[config.mk]
export PLATFORM = sky130hd
export DESIGN_NAME = hazard_ctrl_flat
export DESIGN_NICKNAME = d
export VERILOG_FILES = /design/src/rtl/hazard_pkg.sv /design/src/rtl/hazard_ctrl_if.sv /design/src/rtl/hazard_ctrl_sat_counter.sv /design/src/rtl/hazard_ctrl.sv /design/src/flat_wrapper.sv
export SDC_FILE = /design/constraint.sdc
export NUM_CORES = 1
export LEC_CHECK = 0
export CORE_MARGIN = 3
export CORE_UTILIZATION = 51
export CTS_BUF_LIST = sky130_fd_sc_hd__clkbuf_4
export CTS_CLUSTER_DIAMETER = 200
export DETAILED_ROUTE_END_ITERATION = 7
export GPL_TIMING_DRIVEN = 0
export PLACE_DENSITY = 0.91
export SETUP_SLACK_MARGIN = 0.4
export SYNTH_ARGS = -nofsm -noshare
export SYNTH_HDL_FRONTEND = slang
export SYNTH_SLANG_ARGS = --single-unit
[constraint.sdc]
create_clock -name clk -period 2.4 [get_ports clk]
set_input_delay 0.24 -clock clk [delete_from_list [all_inputs] [get_ports clk]]
set_output_delay 0.24 -clock clk [all_outputs]
set_load 0.05 [all_outputs]
[src/rtl/hazard_pkg.sv]
// Shared types and default sizing for the five-stage pipeline hazard controller.
package hazard_pkg;

    typedef enum logic [0:0] {
        RUN      = 1'b0,
        MEM_WAIT = 1'b1
    } hz_state_t;

    localparam int HZ_REG_W    = 5;
    localparam int HZ_MAX_WAIT = 16;
    localparam int HZ_CNT_W    = 32;

    // Packs the seven pipeline controls into one vector, ordered F..W
    function automatic logic [6:0] pack_ctl(
        input logic stall_f, input logic stall_d, input logic stall_e, input logic stall_m,
        input logic flush_d, input logic flush_e, input logic flush_w);
        return {stall_f, stall_d, stall_e, stall_m, flush_d, flush_e, flush_w};
    endfunction

endpackage

[src/rtl/hazard_ctrl_if.sv]
// Pipeline-to-hazard-controller signal bundle; master is the datapath, slave the controller.
interface hazard_ctrl_if #(
    parameter int REG_W = hazard_pkg::HZ_REG_W,
    parameter int CNT_W = hazard_pkg::HZ_CNT_W
);
    logic [REG_W-1:0] rs1_D;
    logic [REG_W-1:0] rs2_D;
    logic [REG_W-1:0] rd_E;
    logic             mem_read_E;
    logic             branch_taken_E;
    logic             mem_req_M;
    logic             mem_ready_M;
    logic             stall_F;
    logic             stall_D;
    logic             stall_E;
    logic             stall_M;
    logic             flush_D;
    logic             flush_E;
    logic             flush_W;
    logic             mem_err;
    logic [CNT_W-1:0] stall_cnt;
    logic [CNT_W-1:0] flush_cnt;

    modport master (
        output rs1_D, rs2_D, rd_E, mem_read_E, branch_taken_E, mem_req_M, mem_ready_M,
        input  stall_F, stall_D, stall_E, stall_M, flush_D, flush_E, flush_W,
        input  mem_err, stall_cnt, flush_cnt
    );

    modport slave (
        input  rs1_D, rs2_D, rd_E, mem_read_E, branch_taken_E, mem_req_M, mem_ready_M,
        output stall_F, stall_D, stall_E, stall_M, flush_D, flush_E, flush_W,
        output mem_err, stall_cnt, flush_cnt
    );
endinterface

[src/rtl/hazard_ctrl_sat_counter.sv]
// Saturating up-counter for performance monitoring; sticks at all-ones instead of wrapping.
module sat_counter #(
    parameter int W = 32
) (
    input  logic         clk,
    input  logic         rst,
    input  logic         inc,
    output logic [W-1:0] count
);

    logic [W-1:0] r_count;

    // Count qualifying cycles, holding once every bit is set
    always_ff @(posedge clk or negedge rst) begin
        if (!rst) begin
            r_count <= {W{1'b0}};
        end else if (inc && (r_count != {W{1'b1}})) begin
            r_count <= r_count + W'(1);
        end else begin
            r_count <= r_count;
        end
    end

    assign count = r_count;

endmodule

[src/rtl/hazard_ctrl.sv]
// Stall/flush controller: load-use bubbles, branch squashes and memory-wait freeze with timeout.
module hazard_ctrl
    import hazard_pkg::*;
#(
    parameter int REG_W    = HZ_REG_W,
    parameter int MAX_WAIT = HZ_MAX_WAIT,
    parameter int CNT_W    = HZ_CNT_W
) (
    input  logic         clk,
    input  logic         rst,
    hazard_ctrl_if.slave bus
);

    localparam int WC_W = (MAX_WAIT > 2) ? $clog2(MAX_WAIT) : 1;

    hz_state_t        r_state;
    hz_state_t        w_next_state;
    logic [WC_W-1:0]  r_wait_cnt;
    logic             r_mem_err;

    logic             w_lu;
    logic             w_mw;
    logic             w_timeout;
    logic             w_freeze;
    logic [6:0]       w_ctl;
    logic [CNT_W-1:0] w_stall_cnt;
    logic [CNT_W-1:0] w_flush_cnt;

    assign w_lu = bus.mem_read_E && (bus.rd_E != {REG_W{1'b0}}) &&
                  ((bus.rd_E == bus.rs1_D) || (bus.rd_E == bus.rs2_D));
    assign w_mw = bus.mem_req_M && !bus.mem_ready_M;
    // The timeout cycle releases the freeze even though the access is still missing
    assign w_timeout = (r_state == MEM_WAIT) && !bus.mem_ready_M &&
                       (r_wait_cnt == WC_W'(MAX_WAIT - 1));
    assign w_freeze  = w_mw && !w_timeout;

    // Priority-resolved pipeline controls; reset forces a flushed, unstalled front end
    always_comb begin
        w_ctl = 7'b000_0000;
        if (!rst) begin
            w_ctl = pack_ctl(1'b0, 1'b0, 1'b0, 1'b0, 1'b1, 1'b1, 1'b0);
        end else if (w_freeze) begin
            w_ctl = pack_ctl(1'b1, 1'b1, 1'b1, 1'b1, 1'b0, 1'b0, 1'b1);
        end else if (bus.branch_taken_E) begin
            w_ctl = pack_ctl(1'b0, 1'b0, 1'b0, 1'b0, 1'b1, 1'b1, 1'b0);
        end else if (w_lu) begin
            w_ctl = pack_ctl(1'b1, 1'b1, 1'b0, 1'b0, 1'b0, 1'b1, 1'b0);
        end else begin
            w_ctl = 7'b000_0000;
        end
    end

    // Next-state decode for the memory-wait FSM
    always_comb begin
        w_next_state = r_state;
        case (r_state)
            RUN: begin
                if (w_mw) begin
                    w_next_state = MEM_WAIT;
                end else begin
                    w_next_state = RUN;
                end
            end
            MEM_WAIT: begin
                if (bus.mem_ready_M || w_timeout) begin
                    w_next_state = RUN;
                end else begin
                    w_next_state = MEM_WAIT;
                end
            end
            default: w_next_state = RUN;
        endcase
    end

    // State register and wait counter, which restarts from zero on every entry to MEM_WAIT
    always_ff @(posedge clk or negedge rst) begin
        if (!rst) begin
            r_state    <= RUN;
            r_wait_cnt <= {WC_W{1'b0}};
        end else begin
            r_state <= w_next_state;
            if ((r_state == MEM_WAIT) && (w_next_state == MEM_WAIT)) begin
                r_wait_cnt <= r_wait_cnt + WC_W'(1);
            end else begin
                r_wait_cnt <= {WC_W{1'b0}};
            end
        end
    end

    // Sticky timeout flag, cleared only by reset
    always_ff @(posedge clk or negedge rst) begin
        if (!rst) begin
            r_mem_err <= 1'b0;
        end else if (w_timeout) begin
            r_mem_err <= 1'b1;
        end else begin
            r_mem_err <= r_mem_err;
        end
    end

    sat_counter #(.W(CNT_W)) u_stall_cnt (
        .clk   (clk),
        .rst   (rst),
        .inc   (w_ctl[6]),
        .count (w_stall_cnt)
    );

    sat_counter #(.W(CNT_W)) u_flush_cnt (
        .clk   (clk),
        .rst   (rst),
        .inc   (w_ctl[1]),
        .count (w_flush_cnt)
    );

    assign bus.stall_F   = w_ctl[6];
    assign bus.stall_D   = w_ctl[5];
    assign bus.stall_E   = w_ctl[4];
    assign bus.stall_M   = w_ctl[3];
    assign bus.flush_D   = w_ctl[2];
    assign bus.flush_E   = w_ctl[1];
    assign bus.flush_W   = w_ctl[0];
    assign bus.mem_err   = r_mem_err;
    assign bus.stall_cnt = w_stall_cnt;
    assign bus.flush_cnt = w_flush_cnt;

endmodule

[src/flat_wrapper.sv]
// flat-port wrapper written by rule: the top's interface ports become plain ports
module hazard_ctrl_flat import hazard_pkg::*;
#(
    parameter int REG_W    = HZ_REG_W,
    parameter int MAX_WAIT = HZ_MAX_WAIT,
    parameter int CNT_W    = HZ_CNT_W
)
  (clk, rst, bus_rs1_D, bus_rs2_D, bus_rd_E, bus_mem_read_E, bus_branch_taken_E, bus_mem_req_M, bus_mem_ready_M, bus_stall_F, bus_stall_D, bus_stall_E, bus_stall_M, bus_flush_D, bus_flush_E, bus_flush_W, bus_mem_err, bus_stall_cnt, bus_flush_cnt);
  hazard_ctrl_if #(.REG_W(REG_W), .CNT_W(CNT_W)) bus_i ();
  input  logic clk;
  input  logic rst;
  input wire logic [$bits(bus_i.rs1_D)-1:0] bus_rs1_D;
  input wire logic [$bits(bus_i.rs2_D)-1:0] bus_rs2_D;
  input wire logic [$bits(bus_i.rd_E)-1:0] bus_rd_E;
  input wire logic [$bits(bus_i.mem_read_E)-1:0] bus_mem_read_E;
  input wire logic [$bits(bus_i.branch_taken_E)-1:0] bus_branch_taken_E;
  input wire logic [$bits(bus_i.mem_req_M)-1:0] bus_mem_req_M;
  input wire logic [$bits(bus_i.mem_ready_M)-1:0] bus_mem_ready_M;
  output wire logic [$bits(bus_i.stall_F)-1:0] bus_stall_F;
  output wire logic [$bits(bus_i.stall_D)-1:0] bus_stall_D;
  output wire logic [$bits(bus_i.stall_E)-1:0] bus_stall_E;
  output wire logic [$bits(bus_i.stall_M)-1:0] bus_stall_M;
  output wire logic [$bits(bus_i.flush_D)-1:0] bus_flush_D;
  output wire logic [$bits(bus_i.flush_E)-1:0] bus_flush_E;
  output wire logic [$bits(bus_i.flush_W)-1:0] bus_flush_W;
  output wire logic [$bits(bus_i.mem_err)-1:0] bus_mem_err;
  output wire logic [$bits(bus_i.stall_cnt)-1:0] bus_stall_cnt;
  output wire logic [$bits(bus_i.flush_cnt)-1:0] bus_flush_cnt;
  assign bus_i.rs1_D = bus_rs1_D;
  assign bus_i.rs2_D = bus_rs2_D;
  assign bus_i.rd_E = bus_rd_E;
  assign bus_i.mem_read_E = bus_mem_read_E;
  assign bus_i.branch_taken_E = bus_branch_taken_E;
  assign bus_i.mem_req_M = bus_mem_req_M;
  assign bus_i.mem_ready_M = bus_mem_ready_M;
  assign bus_stall_F = bus_i.stall_F;
  assign bus_stall_D = bus_i.stall_D;
  assign bus_stall_E = bus_i.stall_E;
  assign bus_stall_M = bus_i.stall_M;
  assign bus_flush_D = bus_i.flush_D;
  assign bus_flush_E = bus_i.flush_E;
  assign bus_flush_W = bus_i.flush_W;
  assign bus_mem_err = bus_i.mem_err;
  assign bus_stall_cnt = bus_i.stall_cnt;
  assign bus_flush_cnt = bus_i.flush_cnt;
  hazard_ctrl #(.REG_W(REG_W), .MAX_WAIT(MAX_WAIT), .CNT_W(CNT_W)) u_core (.clk(clk), .rst(rst), .bus(bus_i));
endmodule
# Word level (Yosys, flattened, before mapping)

Cells that the tools add are included.
Widths: inputs -> output; s select.

Flip-flop bits (word level): 70
Latch bits: 0
RAM bits: 0
Memory bits (read-only): 0
Input bits: 21
Output and inout port bits: 72
Word-level logic and storage cells: 36
Memories kept: 0

Add/sub/neg operators: 3
Multipliers: 0
Divide/modulo/power cells: 0
Magnitude comparators: 0
Eq/ne operators: 5
Shifts and indexed selects: 0
Multiplexer cells: 8
Bitwise logic cells: 1
Reductions and logical operators: 14

Operators with widths:

| operator              | count |
|---|---|
| $add 32x1->32 const B | 2 |
| $ne 32x32->1 const B  | 2 |
| $mux 7                | 4 |
| $eq 5x5->1            | 2 |
| $logic_and 1x1->1     | 9 |
| $reduce_bool 5->1     | 1 |
| $add 4x1->4 const B   | 1 |
| $eq 4x4->1 const B    | 1 |
| $mux 4                | 1 |
| $logic_not 1->1       | 2 |
| $logic_or 1x1->1      | 2 |
| $mux 1                | 2 |
| $pmux 1 s2            | 1 |
| $not 1->1             | 1 |

# Longest topological paths before layout

Gate-level depths: netlist (run 1).

Depth after elaboration: 8
Depth in mapped cells: 9
Gate-level depth less buffers: 8

# By module

From an unflattened synthesis (run 1), not the netlist that was laid out.

Cell total of the unflattened synthesis: 350
Area total of the unflattened synthesis: 3686.0 µm²

By module, submodules not included:

| module      | instances | cells each | area each (µm²) | seq. area each (µm²) |
|---|---|---|---|---|
| sat_counter | 2         | 151        | 1624.1          | 800.8 |
| hazard_ctrl | 1         | 48         | 437.9           | 150.1 |

# Worst setup path before layout (run 1)

OpenSTA, ideal clock, no wires.

Path type: register to register
From: register u_core.r_wait_cnt[0]
To: register u_core.u_stall_cnt.r_count[26], in the netlist u_core.u_stall_cnt.count[26]
Library setup time: 0.082 ns
Data arrival time: 2.343 ns
Data required time: 2.318 ns
Setup slack: -0.025 ns
Stages on the path, launching flop included: 9
Buffers on the path: 1
Clock period less this slack: 2.425 ns
Cell sequence: dfrtp_1 -> ha_1 -> and3_4 -> a211oi_4 -> a31oi_2 -> a31o_4 -> buf_6 -> nor4_2 -> xor2_1

Longest elaborated chain between the ends: 7

Ends and longest elaborated chain:

| element                | line                          | source |
|---|---|---|
| from (decl)            | hazard_ctrl.sv:18             | `logic [WC_W-1:0] r_wait_cnt;` |
| from (signal assigned) | hazard_ctrl.sv:79             | `r_wait_cnt <= {WC_W{1'b0}};` |
| from (signal assigned) | hazard_ctrl.sv:83             | `r_wait_cnt <= r_wait_cnt + WC_W'(1);` |
| from (signal assigned) | hazard_ctrl.sv:85             | `r_wait_cnt <= {WC_W{1'b0}};` |
| $eq 4x4->1             | hazard_ctrl.sv:34             | `(r_wait_cnt == WC_W'(MAX_WAIT - 1));` |
| $logic_and 1x1->1      | hazard_ctrl.sv:33             | `assign w_timeout = (r_state == MEM_WAIT) && !bus.mem_ready_M &&` |
| $logic_not 1->1        | hazard_ctrl.sv:35             | `assign w_freeze = w_mw && !w_timeout;` |
| $logic_and 1x1->1      | hazard_ctrl.sv:35             |  |
| $mux 7                 | hazard_ctrl.sv:42             | `end else if (w_freeze) begin` |
| $mux 7                 | hazard_ctrl.sv:40             | `if (!rst) begin` |
| $logic_and 1x1->1      | hazard_ctrl_sat_counter.sv:17 | `end else if (inc && (r_count != {W{1'b1}})) begin` |
| to (signal assigned)   | hazard_ctrl_sat_counter.sv:16 | `r_count <= {W{1'b0}};` |
| to (signal assigned)   | hazard_ctrl_sat_counter.sv:18 | `r_count <= r_count + W'(1);` |
| to (signal assigned)   | hazard_ctrl_sat_counter.sv:20 | `r_count <= r_count;` |
| to (decl)              | hazard_ctrl_sat_counter.sv:11 | `logic [W-1:0] r_count;` |

Every way passes these cells.
A chain may end at the register's enable or synchronous reset.

# Final worst setup path (run 1)

From: input bus_rd_E[4]
To: register u_core.u_stall_cnt.r_count[10], in the netlist u_core.u_stall_cnt.count[10]

Longest elaborated chain between the ends: 8
Elaborated cells between the ends (all ways): 11
Classes of those cells: eq/ne (2); mux (4); reduce/logical (5)

Ends and longest elaborated chain:

| element                                                      | line                                 | source |
|---|---|---|
| from (decl)                                                  | flat_wrapper.sv:14                   | `input wire logic [$bits(bus_i.rd_E)-1:0] bus_rd_E;` |
| $eq 5x5->1 / $reduce_bool 5->1 (equally long branches)       | hazard_ctrl.sv:30, hazard_ctrl.sv:29 |  |
| $logic_or 1x1->1 / $logic_and 1x1->1 (equally long branches) | hazard_ctrl.sv:30, hazard_ctrl.sv:29 |  |
| $logic_and 1x1->1 *                                          | hazard_ctrl.sv:29                    | `assign w_lu = bus.mem_read_E && (bus.rd_E != {REG_W{1'b0}}) &&` |
| $mux 7 *                                                     | hazard_ctrl.sv:46                    | `end else if (w_lu) begin` |
| $mux 7 *                                                     | hazard_ctrl.sv:44                    | `end else if (bus.branch_taken_E) begin` |
| $mux 7 *                                                     | hazard_ctrl.sv:42                    |  |
| $mux 7 *                                                     | hazard_ctrl.sv:40                    |  |
| $logic_and 1x1->1 *                                          | hazard_ctrl_sat_counter.sv:17        |  |

Every way passes the cells marked *; elsewhere a longest branch is shown, timed or not.

==> results of run 1 <==
[cell families (layout without fill, tap and decap cells)]
family / Yosys count / in the layout / share of synthesized area
AND/OR/NAND/NOR: 162 / 162 / 0.248
XOR/XNOR: 72 / 72 / 0.177
flip-flops: 70 / 70 / 0.491
buffers and inverters: 20 / 161 / 0.0312
AO/OA/AOI/OAI: 10 / 10 / 0.0295
multiplexers: 4 / 4 / 0.0126
adder cells (fa/ha/maj): 3 / 3 / 0.0105
[report_power, final]
group	switching, W	internal, W
clock network	0.000470	0.000425
registers	0.000182	0.00131
logic	0.000767	0.000487
total	0.00142	0.00223
[stage by stage]
step / setup TNS (ps) / hold slack, ps / cell area [sq um] / worst slack (ps)
2_1_floorplan: 0 / -55.6 / 3770 / 104
3_3_place_gp: -266500 / 444 / 4810 / -2930
3_5_place_dp: -14220 / 419 / 4810 / -663
4_1_cts: 0 / -165 / 5210 / 224
5_1_grt: 0 / -142 / 5680 / 10.3
6_report: 0 / -200 / 5680 / 85.5
[critical path, stage by stage]
cell and delay, ps:
clkdlybuf4s50_1 470, xnor2_1 230, nand3_1 220, o22ai_2 330, a31oi_4 150, buf_6 140
a31o_4 260, buf_12 160, nor3_4 200, xor2_1 220
[per-layer routing]
metal | up-vias | GRT usage | part of all wire
met5 | - | 0 | 0
met4 | 0 | 0.101 | 0.041
met3 | 36 | 0.0447 | 0.055
met1 | 1609 | 0.302 | 0.39
met2 | 128 | 0.390 | 0.51
li1 | 1438 | - | -
[sequential cells by signal (all words and copies together), names as in the netlist]
| register | flops |
|---|---|
| u_core.u_stall_cnt.count | 32 |
| u_core.bus.mem_err | 1 |
| u_core.u_flush_cnt.count | 32 |
| u_core.r_state | 1 |
| u_core.r_wait_cnt | 4 |
[what timing repair did]
action                                  4_1_cts  5_1_grt
endpoints found under the setup margin       60       80
pin swaps                                    19       32
gates cloned                                  0        3
buffers inserted                              9       21
resized for setup                            90       67
hold endpoints to repair                     70       70
[cell type report]
cell class / instances / area (sq um)
clock buffers: 9 / 67.6
inverters: 11 / 41.3
repair buffers: 125 / 1290
fillers: 297 / 886
multi-input cells: 251 / 2190
plain buffers: 9 / 113
clock inverters: 7 / 97.6
flip-flops and latches: 70 / 1760
well taps: 93 / 116
[final timing paths]
check / startpoint / endpoint / slack, ps / cells past startpoint
worst min-delay path: rst / u_core.u_stall_cnt.count[19]$_DFFE_PN0P_ / -200 / 1
min in group clk: u_core.u_stall_cnt.count[22]$_DFFE_PN0P_ / u_core.u_stall_cnt.count[22]$_DFFE_PN0P_ / 500 / 1
worst min register to register: u_core.u_stall_cnt.count[22]$_DFFE_PN0P_ / u_core.u_stall_cnt.count[22]$_DFFE_PN0P_ / 500 / 1
worst max register to register: u_core.r_wait_cnt[0]$_DFF_PN0_ / u_core.u_stall_cnt.count[10]$_DFFE_PN0P_ / 130 / 10
worst max-delay path: bus_rd_E[4] / u_core.u_stall_cnt.count[10]$_DFFE_PN0P_ / 90 / 10
max in group asynchronous: rst / u_core.u_flush_cnt.count[13]$_DFFE_PN0P_ / 2080 / 1
[placed cells by master, fill, tap and decap left out, types with 4 or more instances in the layout]
master and n:
nor2_4 11, nand3_2 4, nor3_2 4, dlymetal6s2s_1 10, inv_1 10, nand2b_1 4, and3_1 5, nor2_1 10
buf_4 20, nand2_2 6, buf_6 19, nor3_4 16, nand4_1 16, dfrtp_1 60, clkdlybuf4s50_1 70, nand3_1 25
dlygate4sd2_1 4, nor2_2 7, xnor2_1 38, buf_8 5, xor2_1 31, nand2_1 25, mux2_2 4, nor4_4 8
clkbuf_4 9, dfrtp_2 10
==> impl_results.md, run 1 <==
- Total GRT Usage: 0.235
- Clock Skews: 10.2 ps
- Net Count, Synth: 365
- Worst slew pin tran: 660 ps
- Run status: finished, violations left
- GR Overflow Total: 0
- Slew HR: 0.560
- Initial antenna violation count: 0
- Ys async rst share: 1.00
- Avg Inst Size Synth: 10.5 sq um
- First-pass iteration count of the detailed router: 4
- RSZ-0062 raised after global routing: yes
- Area Growth Syn to Fin: 59.3%
- Critical Path AT: approximately 2600 ps
- Post-Layout Cell Count: 575
- Max clock buf depth: 2
- Post-DR wirelength/cell: 19.0 microns
- Final period util: 0.964
- Tmin final: 2310 ps
- Residual DRC: 0
- Synth Cell Area: 3570 sq um
- # placed instances: 526
- Setup-failing EPs final: 0
- Fin util: 0.865
- Dpl hpwl: about 6 mm
- Final-report hold violation count: 70
- CTS H-tree lvls: 3
- First-pass GRT wire length: 14.4 mm
- Nets@finish: 501
- Count of cell types in the netlist: 41
- Crit path kind: in -> reg
- FP Rows: 29
- Total power: roughly 0.0036 W
- Largest net degree at the start of global routing: 74
- Share of layout cells above drive strength 1: 0.332
- Leak pwr: approximately 2.7 nW
- Final ANT Viol Nets: 0
- Mapped Cells: 341
- Failing checks: negative hold slack
- CP required: 2720 ps
- Seq/Total Area, Yosys: 0.491
- Worst-path clk slew: approximately 130 ps
- CTS tree: yes
- Core ar.: 6570 sq um
- Buffers on Ports: 92
- Commonest cells post-synth: 70 x dfrtp_1, 40 x xnor2_1, 32 x nand2_1, 32 x xor2_1, 29 x nand3_1
- Critical Path End Type: flop
- Die Area: roughly 8000 sq um
- Ports: 93
- Pwr/cell area: 642 nW/um^2
- Total clock sinks: 70
- Count leader, synth: dfrtp_1
- Starting Density: 0.543
- Worst Hold Class: in -> async
- Routability congestion estimate: 0.779
- Vias in the first global route: 3012
- VDD IR max: 0.862 mV
- Maxcap violations: 0
- TritonCTS Buffers: 9
- Die width: 89.6 microns
- Flops & latches, synth: 70
- Worst Setup Start Kind: input port
- Synth Flop Type: dfrtp_1
- WHS: -200 ps
- Area share of the largest cell type after synthesis: 0.491
- Synth area leader: dfrtp_1
- Vias: 3211
- Number of synthesized flops with an enable pin: 0
- Skew-Pair Late Insertion Delay: 410 ps
- Drt initial violations: 144
- Ranking of synthesized cells by area: dfrtp_1 49%, xnor2_1 9.8%, xor2_1 7.9%, nand3_1 4.1%, nand2_1 3.4%
- Fin. max-slew vios: 0
- Root Driver: clkbuf_4
- Warnings from Yosys: 0
- Vert. Die Dim: ~90 microns
- Post-DR vias/cell: 5.58
- Fmax: 432 MHz
- Crit-path max FO: 7
- Post-Route WL: 10.9 mm
- Number of diodes: 0
No activity file was read; power rests on OpenSTA's default activity.
==> run 2, diff against run 1 <==
--- a/config.mk
+++ b/config.mk
@@ -5,7 +5,7 @@
 export SDC_FILE = /design/constraint.sdc
 export NUM_CORES = 1
 export LEC_CHECK = 0
-export CORE_MARGIN = 3
+export CORE_MARGIN = 1.5
 export CORE_UTILIZATION = 51
 export CTS_BUF_LIST = sky130_fd_sc_hd__clkbuf_4
 export CTS_CLUSTER_DIAMETER = 200
==> impl_results.md, run 2 (same netlist as run 1, synthesis figures left out) <==
- Vias: 3363 (+4.7%)
- CP max stage delay: 460 ps (about the same)
- CTS tree: yes
- Clock Power Share: 0.216 (-0.030)
- Logic pwr share: 0.368 (+0.024)
- Sequential Area: 1770 sq um (+0.14%)
- Tmin final: 2270 ps (-47.9 ps)
- Number of diodes: 0 (unchanged)
- Critical Path End Type: output pin
- Fillers: 297 (unchanged)
- Placed inst area: 4810 sq um (about the same)
- TritonCTS Buffers: 9 (unchanged)
- Critical Path AT: 2030 ps (-610 ps)
- Residual DRC: 0 (unchanged)
- Post-DR wirelength/cell: 20.1 microns (+5.8%)
- Area Growth Syn to Fin: 66.0%
- FP Rows: 30 (+3.4%)
- Multi-input gate area: 2260 sq um (+3.2%)
- Starting Density: 0.525 (-0.0181)
- Final period util: 0.944 (-0.0199)
- First-pass iteration count of the detailed router: 4 (unchanged)
- Core ar.: 6790 sq um (+3.4%)
- RSZ-0062 raised after global routing: yes
- Worst Setup Start Kind: input port
- GR Overflow Total: 0 (unchanged)
- Buf/Inv on CP: 2 (-1)
- Slowest stage cell, crit path: clkdlybuf4s50_1
- Final-report hold violation count: 70 (unchanged)
- Crit path kind: in -> out
- Fmax: 441 MHz (+2.1%)
- Dpl hpwl: 5.98 mm (-2.0%)
- Slew HR: 0.565 (+0.00540)
- Die width: 86.6 microns (-3.3%)
- Root Driver: clkbuf_4
- CP required: 2160 ps (-560 ps)
- Worst slew pin tran: 652 ps (-8.10 ps)
- Max clock buf depth: 2 (unchanged)
- Net Sw Power: 0.00146 W (+3.0%)
- Nets@finish: 514 (+2.6%)
- Final ANT Viol Nets: 0 (unchanged)
- Drt initial violations: 194 (+35%)
- Post-DR vias/cell: 5.69 (+1.9%)
- Switching part of the total power: 0.403 (+0.0132)
- Fin area: 5920 sq um (+4.2%)
- Most frequent cells in the layout: 63 x clkdlybuf4s50_1, 58 x dfrtp_1, 35 x xnor2_1, 32 x xor2_1, 31 x buf_4
- Post-Route WL: 11.9 mm (+8.7%)
- WHS: -200 ps (+0.303 ps)
- Ports: 93 (unchanged)
- Die Area: 7500 sq um (-6.6%)
- Fin. max-slew vios: 0 (unchanged)
- Largest net degree at the start of global routing: 74 (unchanged)
- Vert. Die Dim: 86.6 microns (-3.3%)
- Clock Skews: 15.9 ps (+5.69 ps)
- Routability congestion estimate: 0.812 (+4.2%)
- Setup ws final: 133 ps (+47.9 ps)
- Total power: 0.00363 W (-0.42%)
- Run status: finished, violations left
- Total clock sinks: 70 (unchanged)
- Maxcap violations: 0 (unchanged)
- Worst-path clk slew: 130 ps (about the same)
- Crit-path max FO: 3 (-4)
- Skew-Pair Late Insertion Delay: 430 ps (+20 ps)
- Sequential share of power: 0.416 (+0.006)
- Vias in the first global route: 3098 (+2.9%)
- Leak pwr: 2.96 nW (+9.1%)
- Post-Layout Cell Count: 591 (+2.8%)
- TNS Setup: 0 ps (unchanged)
- Initial antenna violation count: 0 (unchanged)
- CTS H-tree lvls: 3 (unchanged)
- Setup-failing EPs final: 0 (unchanged)
- Int Pwr: 0.00217 W (-2.6%)
- Buffers on Ports: 92 (unchanged)
- Total GRT Usage: 0.267 (+0.0316)
- Pwr/cell area: 613 nW/um^2 (-4.5%)
- Share of layout cells above drive strength 1: 0.358 (+0.0256)
- Failing checks: negative hold slack
- Worst Hold Class: in -> async
- Worst slack, placed: -671 ps (-7.40 ps)
- CP Cell Sequence: clkdlybuf4s50_1 > xnor2_1 > nand3_1 > o22ai_2 > a21oi_2 > nor2_2 > buf_6
- # placed instances: 529 (+0.57%)
- VDD IR max: 0.796 mV (-7.7%)
- Most common cell after layout, fill and taps aside: clkdlybuf4s50_1
- First-pass GRT wire length: 15.3 mm (+5.9%)
- Crit path max-delay family: buffers and inverters
-- run 2: worst paths after layout --
check	cells past startpoint	start	to	slack (ps)
max	7	bus_rs1_D[4]	bus_flush_E	130
min	1	rst	u_core.u_stall_cnt.count[16]$_DFFE_PN0P_	-200
max reg2reg	10	u_core.r_wait_cnt[0]$_DFF_PN0_	u_core.u_stall_cnt.count[12]$_DFFE_PN0P_	170
min reg2reg	1	u_core.bus.mem_err$_DFFE_PN0P_	u_core.bus.mem_err$_DFFE_PN0P_	480
max in group asynchronous	1	rst	u_core.u_flush_cnt.count[0]$_DFFE_PN0P_	2090
min in group clk	1	u_core.bus.mem_err$_DFFE_PN0P_	u_core.bus.mem_err$_DFFE_PN0P_	480
-- run 2: power groups by stage --
stage / logic [W] / clock network [W] / registers (W)
4_1_cts: 0.00118 / 0.000773 / 0.00148
3_3_place_gp: 0.00105 / 0 / 0.00150
5_1_grt: 0.00140 / 0.000846 / 0.00153
6_report: 0.00134 / 0.000784 / 0.00151
2_1_floorplan: 0.000267 / 0 / 0.00191
3_5_place_dp: 0.00107 / 0 / 0.00150
-- run 2: routing by layer --
metal / track usage / vias to the layer above / share of wire
li1: - / 1471 / -
met3: 0.0495 / 47 / 0.045
met2: 0.452 / 146 / 0.50
met5: 0 / - / 0
met1: 0.331 / 1699 / 0.41
met4: 0.126 / 0 / 0.052
-- run 2: per-stage QoR --
step,hold WS (ps),util
finish,-200,0.872
global route,-169,0.872
CTS,-184,0.794
detailed placement,419,0.708
global placement,445,0.709
floorplan,-55.6,-
-- run 2: final cells by class --
type,instances,area share
clock inverters,7,0.0127
well taps,96,0.0203
multi-input cells,251,0.382
inverters,11,0.00697
plain buffers,9,0.0209
clock buffers,9,0.0114
repair buffers,138,0.247
flip-flops and latches,70,0.298
-- run 2: what timing repair did --
| item | 4_1_cts | 5_1_grt |
|---|---|---|
| endpoints found under the hold margin | 70 | 70 |
| pin swaps | 31 | 39 |
| gates cloned | 3 | 0 |
| buffers inserted | 15 | 28 |
| endpoints found under the setup margin | 62 | 80 |
| gates resized for setup | 103 | 80 |
==> run 3, diff against run 2 <==
--- a/config.mk
+++ b/config.mk
@@ -11,6 +11,7 @@
 export CTS_CLUSTER_DIAMETER = 200
 export DETAILED_ROUTE_END_ITERATION = 7
 export GPL_TIMING_DRIVEN = 0
+export HOLD_SLACK_MARGIN = 0.05
 export PLACE_DENSITY = 0.91
 export SETUP_SLACK_MARGIN = 0.4
 export SYNTH_ARGS = -nofsm -noshare
==> results of run 3 <==
Same layout as run 2: the final DEF is identical, and so are final timing and power.
